### src/rtl/prealpha_accumulator.sv
// Block accumulator for upstream multiplier products: sums BLOCK_SIZE samples, then holds the sum for a handshake.
// Optional clamping arithmetic and sticky out_sat flag enabled by defining PREALPHA_ACC_SATURATION_EN.
module prealpha_accumulator #(
    parameter int unsigned DATA_WIDTH = 34,
    parameter int unsigned ACC_WIDTH  = 48,
    parameter int unsigned BLOCK_SIZE = 256
) (
    input  logic                  clk,
    input  logic                  rst,
    input  logic                  clear,
    input  logic [DATA_WIDTH-1:0] in_data,
    input  logic                  in_valid,
    output logic                  in_ready,
    output logic [ACC_WIDTH-1:0]  out_data,
    output logic                  out_valid,
    input  logic                  out_ready,
    output logic                  out_sat
);

    localparam int unsigned CW = $clog2(BLOCK_SIZE + 1);
    localparam logic [CW-1:0] BLOCK_LAST = CW'(BLOCK_SIZE);

    typedef enum logic {
        ST_ACC,
        ST_HOLD
    } state_t;

    state_t                       state, state_n;
    logic [CW-1:0]                cnt, cnt_n;
    logic signed [ACC_WIDTH-1:0]  acc, acc_n;
    logic signed [ACC_WIDTH-1:0]  ext;
    logic signed [ACC_WIDTH-1:0]  sum;
    logic                         xfer_in, xfer_out;

`ifdef PREALPHA_ACC_SATURATION_EN
    localparam logic signed [ACC_WIDTH-1:0] ACC_MAX = {1'b0, {(ACC_WIDTH-1){1'b1}}};
    localparam logic signed [ACC_WIDTH-1:0] ACC_MIN = {1'b1, {(ACC_WIDTH-1){1'b0}}};
    logic                         sat, sat_n;
    logic                         ovf;
    logic [ACC_WIDTH:0]           sum_wide;

    // One guard bit: overflow when the two top bits of the widened sum disagree.
    always_comb begin
        sum_wide = {acc[ACC_WIDTH-1], acc} + {ext[ACC_WIDTH-1], ext};
        ovf      = sum_wide[ACC_WIDTH] != sum_wide[ACC_WIDTH-1];
        if (!ovf) begin
            sum = sum_wide[ACC_WIDTH-1:0];
        end else if (sum_wide[ACC_WIDTH]) begin
            sum = ACC_MIN;
        end else begin
            sum = ACC_MAX;
        end
    end

    assign out_sat = sat;
`else
    always_comb begin
        sum = acc + ext;
    end

    assign out_sat = 1'b0;
`endif

    always_ff @(posedge clk or negedge rst) begin
        if (!rst) begin
            state <= ST_ACC;
            cnt   <= '0;
            acc   <= '0;
`ifdef PREALPHA_ACC_SATURATION_EN
            sat   <= 1'b0;
`endif
        end else begin
            state <= state_n;
            cnt   <= cnt_n;
            acc   <= acc_n;
`ifdef PREALPHA_ACC_SATURATION_EN
            sat   <= sat_n;
`endif
        end
    end

    always_comb begin
        ext       = ACC_WIDTH'($signed(in_data));
        in_ready  = state == ST_ACC;
        out_valid = state == ST_HOLD;
        xfer_in   = in_ready && in_valid;
        xfer_out  = out_valid && out_ready;
        state_n   = state;
        cnt_n     = cnt;
        acc_n     = acc;
`ifdef PREALPHA_ACC_SATURATION_EN
        sat_n     = sat;
`endif
        if (clear) begin
            state_n = ST_ACC;
            cnt_n   = '0;
            acc_n   = '0;
`ifdef PREALPHA_ACC_SATURATION_EN
            sat_n   = 1'b0;
`endif
        end else if (xfer_out) begin
            state_n = ST_ACC;
            cnt_n   = '0;
        end else if (xfer_in) begin
            // First sample of a block loads, so the held result survives until then.
            if (cnt == '0) begin
                acc_n = ext;
`ifdef PREALPHA_ACC_SATURATION_EN
                sat_n = 1'b0;
`endif
            end else begin
                acc_n = sum;
`ifdef PREALPHA_ACC_SATURATION_EN
                sat_n = sat | ovf;
`endif
            end
            cnt_n = cnt + 1'b1;
            if (cnt_n == BLOCK_LAST) begin
                state_n = ST_HOLD;
            end
        end
    end

    assign out_data = acc;

endmodule

### config.mk
export PLATFORM = sky130hd
export DESIGN_NAME = prealpha_accumulator
export DESIGN_NICKNAME = d
export VERILOG_FILES = /design/src/rtl/prealpha_accumulator.sv
export SDC_FILE = /design/constraint.sdc
export NUM_CORES = 1
export LEC_CHECK = 0
export CAP_MARGIN = 20
export CORE_UTILIZATION = 25
export CTS_CLUSTER_DIAMETER = 60
export CTS_CLUSTER_SIZE = 16
export DETAILED_ROUTE_END_ITERATION = 12
export GPL_ROUTABILITY_DRIVEN = 0
export PLACE_DENSITY_LB_ADDON = 0.12
export SLEW_MARGIN = 20
export SYNTH_ARGS = -nofsm -noshare
export SYNTH_HDL_FRONTEND = slang
export SYNTH_SLANG_ARGS = --single-unit
### constraint.sdc
create_clock -name clk -period 7.1 [get_ports clk]
set_input_delay 2.13 -clock clk [delete_from_list [all_inputs] [get_ports clk]]
set_output_delay 2.13 -clock clk [all_outputs]
set_load 0.02 [all_outputs]
# [Yosys cells after proc, flatten, opt, wreduce, memory -nomap -nowiden]
# Cells that the tools add are included.
[totals] n_memories=0 ram_bits=0 in_bits=39 ff_bits=58 latchBits=0 mem_bits_ro=0 output_inout_bits=51
[op_classes] div_mod_pow=0 n_shift=0 order_cmp=0 bitwise=1 reduce_logical=8 addsub=2 n_eq_ne=2 mul=0 mux=11
[ops] op="48-bit 2-to-1 mux" count=4
[ops] op="48-bit by 34-bit adder with 48-bit output" count=1
[ops] op="9-bit 2-to-1 mux" count=3
[ops] op="9-bit by 1-bit adder with 9-bit output (second input constant)" count=1
[ops] op="9-bit == test (second input constant)" count=1
[ops] op="9-bit logical NOT" count=1
[ops] op="3-bit nonzero test" count=2
[ops] op="1-bit 2-to-1 mux" count=4
[ops] op="2-bit AND reduction" count=2
[ops] op="1-bit logical AND" count=2
[ops] op="2-bit != test (second input constant)" count=1
[ops] op="2-bit nonzero test" count=1
[ops] op="1-bit inverter" count=1

# [Logic depth before layout (Yosys ltp)]
[depth] ltp_word=6 mapped_depth=13 mapped_depth_nobuf=13

# [Least setup slack after synthesis]
# Ideal clock, no wire load.
[synth_path] path_kind="in2reg" startpoint="input in_data[0]" endpoint="register acc[24] (netlist: out_data[24])" arrival_ns=4.392 n_path_buf=0 stages=13 path_slack_ns=2.608 path_cell_list="ha_1 inv_1 fa_1 nand2b_1 a21oi_1 o211ai_1 o21ai_0 and2_1 a21boi_0 o21ai_0 xor2_1 nand2_1 a311oi_1"
[synth_between] elab_chain_len=5
[synth_rtl] element="start, declared" line="11" rtl="input logic [DATA_WIDTH-1:0] in_data,"
[synth_rtl] element="48-bit by 34-bit adder with 48-bit output" line="58" rtl="sum = acc + ext;"
[synth_rtl] element="48-bit 2-to-1 mux" line="106" rtl="if (cnt == '0) begin"
[synth_rtl] element="48-bit 2-to-1 mux" line="104" rtl="end else if (xfer_in) begin"
[synth_rtl] element="48-bit 2-to-1 mux" line="101" rtl="end else if (xfer_out) begin"
[synth_rtl] element="48-bit 2-to-1 mux" line="94" rtl="if (clear) begin"
[synth_rtl] element="end signal, assigned" line="75" rtl="acc <= acc_n;"
[synth_rtl] element="end, declared" line="30" rtl="logic signed [ACC_WIDTH-1:0] acc, acc_n;"
# No other way between the ends. The select of a mux whose other input is x is not followed.
# A chain may end at the register's enable or synchronous reset.

# [Worst setup path in the final report]
[layout_path] startpoint="input in_data[33]" endpoint="register acc[47] (netlist: out_data[47])"
[layout_between] elab_chain_len=5
[layout_rtl] element="48-bit by 34-bit adder with 48-bit output" line="58"
[layout_rtl] element="48-bit 2-to-1 mux *" line="106"
[layout_rtl] element="48-bit 2-to-1 mux *" line="104"
[layout_rtl] element="48-bit 2-to-1 mux *" line="101"
[layout_rtl] element="48-bit 2-to-1 mux *" line="94"
# Every way passes the cells marked *; elsewhere a longest branch is shown, timed or not. The select of a mux whose other input is x is not followed.

==> flow_metrics.env <==
export IMPL_finalSetupTns_ps=0
export IMPL_r2r_start="out_data[1]"
export IMPL_synth_cell_types=64
export IMPL_grt_pass1_wl_um=29510
export IMPL_drtIter0Drc=362
export IMPL_synthAdderAreaFrac=0.1154
export IMPL_synth_edf_count=0
export IMPL_root_buffer="clkbuf_16"
export IMPL_whs_path_depth=2
export IMPL_grt_ovfl_total=0
export IMPL_io_pins=90
export IMPL_min_period_ps=5331
export IMPL_yosys_area_top_type_share=0.2645
export IMPL_syn_nets=811
export IMPL_antenna_found_initial=0
export IMPL_synthMuxAreaShare=0.009120
export IMPL_drv_slew=0
export IMPL_clock_sinks=58
export IMPL_synth_simple_gate_area_share=0.2009
export IMPL_cts_tree="yes"
export IMPL_cts_resized_gates=0
export IMPL_finalWorstSetupSlack_ps=1769
export IMPL_fp_dieH_um=150.2
export IMPL_synth_cells=722
export IMPL_crit_slowest_cell="clkdlybuf4s50_1"
export IMPL_cts_setup_buffers=0
export IMPL_crit_arrival_ps=5530
export IMPL_synth_seq_cells=58
export IMPL_io_buffers=88
export IMPL_hold_end="out_data[40]"
export IMPL_crit_type="in -> reg"
export IMPL_hold_path_class="reg -> reg"
export IMPL_min_from="out_data[40]"
export IMPL_status="completed"
export IMPL_die_w_um=150.2
export IMPL_cts_buffers=9
export IMPL_vias=5628
export IMPL_irDropWorstVdd_mv=0.09271
export IMPL_vias_per_cell=5.294
export IMPL_nFillCells=2264
export IMPL_seq_area_frac_synth=0.2645
export IMPL_n_antenna_cell=0
export IMPL_power_density_nw_per_um2=204.0
export IMPL_hpwl_um=13310
export IMPL_synthFlopType="dfrtp_1"
export IMPL_area_growth_pct=25.47
export IMPL_setup_viol=0
export IMPL_reg2reg_setup_slack_ps=3690
export IMPL_tightest_slew_ps=834.0
export IMPL_ys_warn_count=0
export IMPL_htree_num_levels=3
export IMPL_synthXorXnorAreaFrac=0.06224
export IMPL_synthTopCellsByArea="dfrtp_1 (26%), ha_1 (11%), a21oi_1 (6.8%)"
export IMPL_r2r_end="out_data[25]"
export IMPL_grt_pass1_vias=5617
export IMPL_syn_area_per_cell_um2=7.601
export IMPL_netlist_area_um2=5488
export IMPL_grt_max_degree=59
export IMPL_postCtsHoldBufs=0
export IMPL_drive_gt1_frac=0.04315
export IMPL_final_common_cell="nand2_1"
export IMPL_fin_util=0.3235
export IMPL_grt_usage=0.1680
export IMPL_finalPower_mw=1.405
export IMPL_yosys_area_top_type="dfrtp_1"
export IMPL_critPathMaxStageDelay_ps=840
export IMPL_worstSetupEndpointType="flop"
export IMPL_cp_required_ps=7300
export IMPL_dr_pass1_iters=5
export IMPL_cp_start_kind="input pin"
export IMPL_max_freq_ghz=0.1876
export IMPL_regArea_um2=1451
export IMPL_synth_top_family_by_area="compound AO/OA/AOI/OAI gates"
export IMPL_r2r_cells=11
export IMPL_final_hold_viol_count=0
export IMPL_multi_input_area_um2=3780
export IMPL_slew_headroom=0.4420
export IMPL_max_cap_violations=0
export IMPL_clkSlewWorstSetupHoldPaths_ps=50
export IMPL_die_area_um2=22550
export IMPL_crit_chain="clkdlybuf4s50_1 > ha_1 > a2111oi_4 > o21ai_1 > a221oi_2 > o22ai_1 > a211o_1 > nand4_1 > nand4_2 > a22o_1 > a311oi_1 > a21oi_1"
export IMPL_critPathMaxFanout=19
export IMPL_detail_route_antenna_nets=0
export IMPL_period_share=0.7508
export IMPL_fin_nets=872
export IMPL_wl_um=18220
export IMPL_clk_path_buf_depth=2
export IMPL_rows=53
export IMPL_drc_errors=0
export IMPL_rsz0062_at_grt="false"
export IMPL_synth_compound_area_frac=0.2989
export IMPL_pre_cts_ws_ps=1438
export IMPL_skew_ps=6.716
export IMPL_p_leak_nw=2.940
export IMPL_clkLatencyLatePin_ps=340
export IMPL_synthArstFlopShare=1.000
export IMPL_layout_common_cells="nand2_1 (98), clkdlybuf4s50_1 (87), nor2_1 (75), a21oi_1 (75), o21ai_0 (66)"
export IMPL_initial_utilization=0.2578
export IMPL_core_um2=21290
export IMPL_routedWlPerCell_um=17.14
## how the worst max path moves through the flow
| stage | startpoint | endpoint | cells after the start | slack (ps) |
|---|---|---|---|---|
| CTS | in_data[33] | out_data[47] | 12 | 1800 |
| global route | in_data[0] | out_data[44] | 14 | 1480 |
| finish | in_data[33] | out_data[47] | 12 | 1770 |
| floorplan | in_data[0] | out_data[24] | 13 | 2610 |
| global placement | in_data[33] | out_data[47] | 12 | 1540 |
| detailed placement | in_data[33] | out_data[47] | 12 | 1440 |
## final cells by class
cell class / count / share of cell area
multi-input combinational: 597 / 0.5490
sequential: 58 / 0.2108
timing repair buffer: 95 / 0.1348
tap: 275 / 0.04997
clock buffer: 14 / 0.03834
inverter: 22 / 0.01199
clock inverter: 2 / 0.005088
## sequential cells by signal, summed over array words and instances (netlist names)
name and count:
out_data 48, cnt 9, out_valid 1
## per-stage QoR
stage | instance area (µm²) | cells | hold slack (ps)
finish | 6885 | 1063 | 525.9
global route | 6885 | 1063 | 554.2
CTS | 6885 | 1063 | 526.6
detailed placement | 6586 | 1047 | 512.7
global placement | 6586 | 1047 | 506.8
floorplan | 5488 | 722 | 506.2
## cell families (layout without fill, tap and decap cells)
group,after synthesis,in the layout
adders and majority gates,50,50
AOI/OAI and AO/OA,255,255
buffers and inverters,67,133
muxes,5,5
other,1,1
DFF,58,58
xor gates and xnor gates,39,39
and+or+nand+nor,247,247
## cell usage after synthesis, types with 2 or more instances
cell,number
nand4_1,17
a211o_1,3
xnor2_1,22
mux2i_1,5
a32oi_1,2
o21bai_1,5
a21o_1,18
clkbuf_1,40
o22ai_1,2
inv_1,22
ha_1,49
nand2b_1,7
a31oi_1,8
and3_1,8
xor2_1,17
o31ai_1,2
nor3_1,7
nor2_1,75
nor2b_1,2
a311oi_1,21
nand2_1,98
o211ai_1,9
nand3_1,20
and2_1,3
a21oi_1,75
o221ai_1,3
o21ai_0,66
buf_2,2
a31o_2,2
dfrtp_1,58
a211oi_1,13
a21boi_1,2
o21a_1,3
o21ai_1,4
nor4_1,3
## worst max-delay path, delay by kind of cell
kind / cells / cell delay, ps
fa+ha+maj: 1 / 530
simple gates: 2 / 320
compound gates: 8 / 1710
buf+inv: 1 / 840
## power breakdown
part	switching (mW)	total (mW)	internal (mW)
Sequential	0.0274	0.386	0.359
Combinational	0.333	0.563	0.231
Clock	0.165	0.456	0.291
Total	0.525	1.40	0.880
## layer usage
layer | vias up | wire length [µm] | GRT usage
met1 | 2718 | 9235 | 0.2368
met5 | - | 0 | 0
met4 | 0 | 261 | 0.05404
li1 | 2758 | - | -
met2 | 136 | 7938 | 0.2595
met3 | 16 | 781 | 0.02727
Note: power is estimated with default switching activity, not from simulation.
==> variant 1, RTL diff (same settings) <==
Add a define of `PREALPHA_ACC_SATURATION_EN`.
--- a/src/rtl/prealpha_accumulator.sv
+++ b/src/rtl/prealpha_accumulator.sv
@@ -1,5 +1,7 @@
 // Block accumulator for upstream multiplier products: sums BLOCK_SIZE samples, then holds the sum for a handshake.
 // Optional clamping arithmetic and sticky out_sat flag enabled by defining PREALPHA_ACC_SATURATION_EN.
+`define PREALPHA_ACC_SATURATION_EN
+
 module prealpha_accumulator #(
     parameter int unsigned DATA_WIDTH = 34,
     parameter int unsigned ACC_WIDTH  = 48,
Check against the original RTL: no difference found for any inputs over 4 cycles, from zero or initial values and one cycle with rst low; that may be too few to reach the edited logic, so the function may still have changed.
==> variant 1 against the unedited design <==
Maximum frequency down 7.4%; total power up 11%; area after synthesis up 4.5%; design area up 4.6%; via count about the same; worst setup slack worse by 0.43 ns; routed wire length up 1.7%; sequential cell count up 1; critical endpoint is now out_data[15]$_DFFE_PN0P_; largest cell class unchanged.
==> variant 1: results (changes against the unedited design) <==
The number of non-clock inverters in the layout is 16 (-27%). The register bit count reported by yosys is 59 (+1.7%). The non-clock buffer contribution to total cell area is 13.2% (-0.25 points). The overall fraction of global-route tracks in use is 16.3% (-0.49 points). The synthesized netlist net count is 839 (+3.5%). The number of I/O port buffers is 89 (+1.1%).

The final setup skew was 0.00879 ns (+0.00208 ns). The total number of nets in the final design came out at 904 (+3.7%). The tightest min-delay check is of the flop to flop type. The critical-path maximum fanout came to 15 (-4). The number of tap instances is 285 (+3.6%). The detailed-routing wirelength on met1 came out at 9250 um (+0.19%). The headroom to the max-slew limit came out at 46.4% (+2.2 points). By count the netlist is led by 98 x sky130_fd_sc_hd__nand2_1, 98 x sky130_fd_sc_hd__nor2_1, 70 x sky130_fd_sc_hd__a21oi_1. The met3 wire length came out at 557 um (-29%). The first-iteration detailed-routing DRC count came out at 276 (-24%). The total half-perimeter wirelength after legalization and detailed placement is 14,100 um (+5.9%). The largest net degree at the start of global routing came out at 60 (+1.7%). The global routing usage on met1 came out at 22.1% (-1.6 points).

The switching share of power was 38.6% (+1.3 points). The sequential fraction of the synthesis area is 25.7% (-0.71 points). The global-route track usage on met3 came out at 2.13% (-0.60 points). The global-route wire length before repair is 30,400 um (+2.9%). The synthesized instance count is 749 (+3.7%). The largest vdd supply drop came out at 0.0795 mV (-14%). The sequential power is 0.399 mW (+3%). The total clock buffers created by CTS came out at 9 (unchanged).

The total power after layout came out at 1.56 mW (+11%). The clock network power share came out at 31.7% (-0.7 points). The total length of routed wires came to 18,500 um (+1.7%). The cell area after placement came out at 6880 um2 (+4.4%). The detailed route wirelength on metal2 came to 8440 um (+6.3%). The non-filler instance count after layout is 1,104 (+3.9%).

The fraction of met2 tracks used by global routing is 26.7% (+0.80 points). The final-layout clock-cell area share came to 4.55% (+0.21 points). The worst slack at placement is 0.913 ns (-0.525 ns). The count of buffers not belonging to the clock network in the layout was 98 (+3.2%). After clock tree synthesis, the clock-pin slew on the worst setup and hold paths is 0.06 ns. The sequential share of cell area came out at 20.5% (-0.59 points). The flow ran to the end, and the final reports show no timing, DRC or antenna violations. The number of detailed-routing iterations run before antenna repair came out at 4 (-1). The sequential cell area in the final layout is 1480 um2 (+1.7%).

The number of distinct library cells after synthesis is 57 (-11%). The total number of multi-input combinational cells is 630 (+5.5%). Yosys attributes the largest share of cell area to sky130_fd_sc_hd__dfrtp_1 26%, sky130_fd_sc_hd__ha_1 11%, sky130_fd_sc_hd__nand2_1 6.4%.

The share of final-layout standard cells stronger than drive strength 1 came out at 6.35% (+2.0 points).
[variant 1: logic make-up after synthesis]
kind of cell | Yosys count | synth area share, %
AOI/OAI and AO/OA | 263 | 30.1
xor gates and xnor gates | 46 | 7.02
adders and majority gates | 51 | 11.3
buffers and inverters | 60 | 4.62
DFF | 59 | 25.7
muxes | 2 | 0.349
and+or+nand+nor | 268 | 20.9
[variant 1: final timing paths]
check / from / to / slack (ns) / cells after the start
worst max register to register: out_data[0]$_DFFE_PN0P_ / out_data[15]$_DFFE_PN0P_ / 3.18 / 13
worst max-delay path: in_data[0] / out_data[15]$_DFFE_PN0P_ / 1.34 / 14
max in group asynchronous: rst / out_data[0]$_DFFE_PN0P_ / 4.60 / 2
worst min register to register: out_data[43]$_DFFE_PN0P_ / out_data[43]$_DFFE_PN0P_ / 0.52 / 2
min in group asynchronous: rst / out_data[14]$_DFFE_PN0P_ / 1.96 / 2
worst min-delay path: out_data[43]$_DFFE_PN0P_ / out_data[43]$_DFFE_PN0P_ / 0.52 / 2
[variant 1: worst max-delay path, cell delays in order]
cell and delay, ns:
sky130_fd_sc_hd__clkdlybuf4s50_1 0.51, sky130_fd_sc_hd__ha_1 0.22, sky130_fd_sc_hd__fa_1 0.24, sky130_fd_sc_hd__a211oi_1 0.12, sky130_fd_sc_hd__o211ai_1 0.18, sky130_fd_sc_hd__a21oi_1 0.12
sky130_fd_sc_hd__o31a_1 0.37, sky130_fd_sc_hd__o31a_1 0.31, sky130_fd_sc_hd__o41a_1 0.52, sky130_fd_sc_hd__o21a_1 0.26, sky130_fd_sc_hd__o21ai_4 0.45, sky130_fd_sc_hd__buf_4 0.30
sky130_fd_sc_hd__nor2_1 0.07, sky130_fd_sc_hd__o31ai_1 0.21
==> variant 2, RTL diff (same flow settings) <==
Without the edit above. Make the reset (`rst`) synchronous in one clocked block.
--- a/src/rtl/prealpha_accumulator.sv
+++ b/src/rtl/prealpha_accumulator.sv
@@ -61,7 +61,7 @@
     assign out_sat = 1'b0;
 `endif
 
-    always_ff @(posedge clk or negedge rst) begin
+    always_ff @(posedge clk) begin
         if (!rst) begin
             state <= ST_ACC;
             cnt   <= '0;
Check against the original RTL: differs if rst is asserted again (counterexample within 4 cycles, from zero or initial values and one cycle with rst low); with rst held inactive, the same outputs for 4 cycles.
==> variant 2 against the unedited design <==
Total power is 23% lower; maximum frequency is 7.0% lower; routed wire length is 9.5% lower; area after synthesis is 7.1% lower; sequential cell count stayed put; worst setup slack worse by 0.40 ns; design area is 5.5% lower; synthesized cell count is 7.2% lower; largest power group is now the clock network.
==> variant 2: results (changes against the unedited design) <==
The flow ran to the end, and the final reports show no timing, DRC or antenna violations. The worst hold path begins at out_data[8]$_SDFFE_PP0P_. The via count of the first global-routing pass is 4,992 (-11%). The maximum single-stage delay on the critical path came out at 0.75 ns (-0.09 ns).

The number of detailed-routing iterations run before antenna repair is 6 (+1). The number of distinct library cells after synthesis is 76 (+19%). The worst slack at placement came out at 1.07 ns (-0.372 ns). After synthesis, the most frequently instantiated cells are 81 x sky130_fd_sc_hd__a21oi_1, 79 x sky130_fd_sc_hd__nand2_1, 58 x sky130_fd_sc_hd__dfxtp_1.

The overall fraction of global-route tracks in use came out at 16.4% (-0.42 points). The buffers inserted during post-CTS setup optimization is 0 (unchanged). The static leakage was 2.72 nW (-7.4%).

The average wire per standard cell is 16.3 um (-5.0%). The number of cells traversed by the worst register-to-register path was 14 (+3). The critical path arrival came out at 5.93 ns (+0.40 ns). The measured slew at the worst slew-check pin came out at 0.798 ns (-0.0355 ns). The number of I/O port buffers came to 88 (unchanged). The mean area per synthesized cell came out at 7.61 um2 (about the same). The reg2reg setup slack came to 3.28 ns (-0.41 ns). The synthesized netlist net count is 760 (-6.3%). The flip-flop count of the largest register after layout is 48 (unchanged). The number of antenna violations at the first check in global routing is 0 (unchanged). The share of flip-flops with an asynchronous set or reset after synthesis is 0% (-100 points). The path type of the worst min-delay path is flop to flop. The final global-route overflow total is 0 (unchanged).

The utilization of the core after routing came to 33.0% (+0.66 points). In this run the critical register-to-register path is launched from out_data[0]$_SDFFE_PP0P_. In this run the critical register-to-register path is captured at out_data[46]$_SDFFE_PP0P_.

The sequential fraction of the synthesis area is 22.8% (-3.7 points). The cell area after placement came out at 6220 um2 (-5.6%). The largest net degree at the start of global routing was 54 (-8.5%). The worst hold slack is 0.516 ns (-0.00990 ns). The global-route wire length before repair is 26,500 um (-10%). The terminating pin of the worst hold path is out_data[8]$_SDFFE_PP0P_. The final setup skew was 0.0110 ns (+0.00430 ns).

The critical-path maximum fanout is 4 (-15). After synthesis, the cell types taking the most area are sky130_fd_sc_hd__dfxtp_1 23%, sky130_fd_sc_hd__ha_1 12%, sky130_fd_sc_hd__a21oi_1 8.0%. The number of fillers in the final layout was 2,085 (-7.9%). The total half-perimeter wirelength after legalization and detailed placement is 12,200 um (-8.4%). The largest vdd supply drop came out at 0.107 mV (+15%). The non-filler instance count after layout is 1,012 (-4.8%). The total number of nets in the final design came out at 833 (-4.5%). The slowest stage of the critical path belongs to the cell sky130_fd_sc_hd__a2111oi_0. The total via count after detailed routing is 5,135 (-8.8%).

The share of final-layout standard cells stronger than drive strength 1 is 5.35% (+1.0 points). The number of synthesis warnings is 0 (unchanged). The first-iteration detailed-routing DRC count is 266 (-27%).
## variant 2: layout make-up
cell class	instances	area share [%]
clock buffers	13	4.31
clock inverters	2	0.154
inverters	15	0.865
multi-input cells	565	57.5
flip-flops and latches	58	17.8
well taps	265	5.09
repair buffers	94	14.2
## variant 2: critical path, delay by kind of cell
kind	cells	cell delay, ns
AOI/OAI and AO/OA	8	2.15
buffers and inverters	2	0.55
adders and majority gates	2	0.55
muxes	1	0.15
and+or+nand+nor	2	0.41
## variant 2: how the worst max path moves through the flow
stage	startpoint	endpoint	slack (ns)	cells past startpoint
2_1_floorplan	in_data[0]	out_data[46]$_SDFFE_PP0P_	2.43	14
3_3_place_gp	in_data[0]	out_data[46]$_SDFFE_PP0P_	1.14	15
3_5_place_dp	in_data[0]	out_data[46]$_SDFFE_PP0P_	1.07	15
4_1_cts	in_data[0]	out_data[46]$_SDFFE_PP0P_	1.39	15
5_1_grt	in_data[0]	out_data[46]$_SDFFE_PP0P_	1.10	15
6_report	in_data[0]	out_data[46]$_SDFFE_PP0P_	1.37	15
## variant 2: metal layers
layer | vias up | track usage [%] | part of all wire [%]
met4 | 0 | 3.32 | 0.36
met3 | 2 | 3.72 | 3.8
li1 | 2612 | - | -
met1 | 2425 | 21.8 | 49
met2 | 96 | 26.8 | 47
met5 | - | 0 | 0
## variant 2: cell families (layout without fill, tap and decap cells)
family	Yosys count	after routing	synth area share, %
and+or+nand+nor	232	232	22.3
AOI/OAI and AO/OA	231	231	29.6
DFF	58	58	22.8
adders and majority gates	51	51	12.7
xor gates and xnor gates	48	48	8.25
buffers and inverters	47	124	3.90
muxes	2	2	0.393
other	1	1	0.0736
## variant 2: power by group
group          internal, mW  switching, mW  leakage (nW)
registers             0.339         0.0121         0.473
clock network         0.271          0.163         0.147
logic                 0.129          0.172          2.10
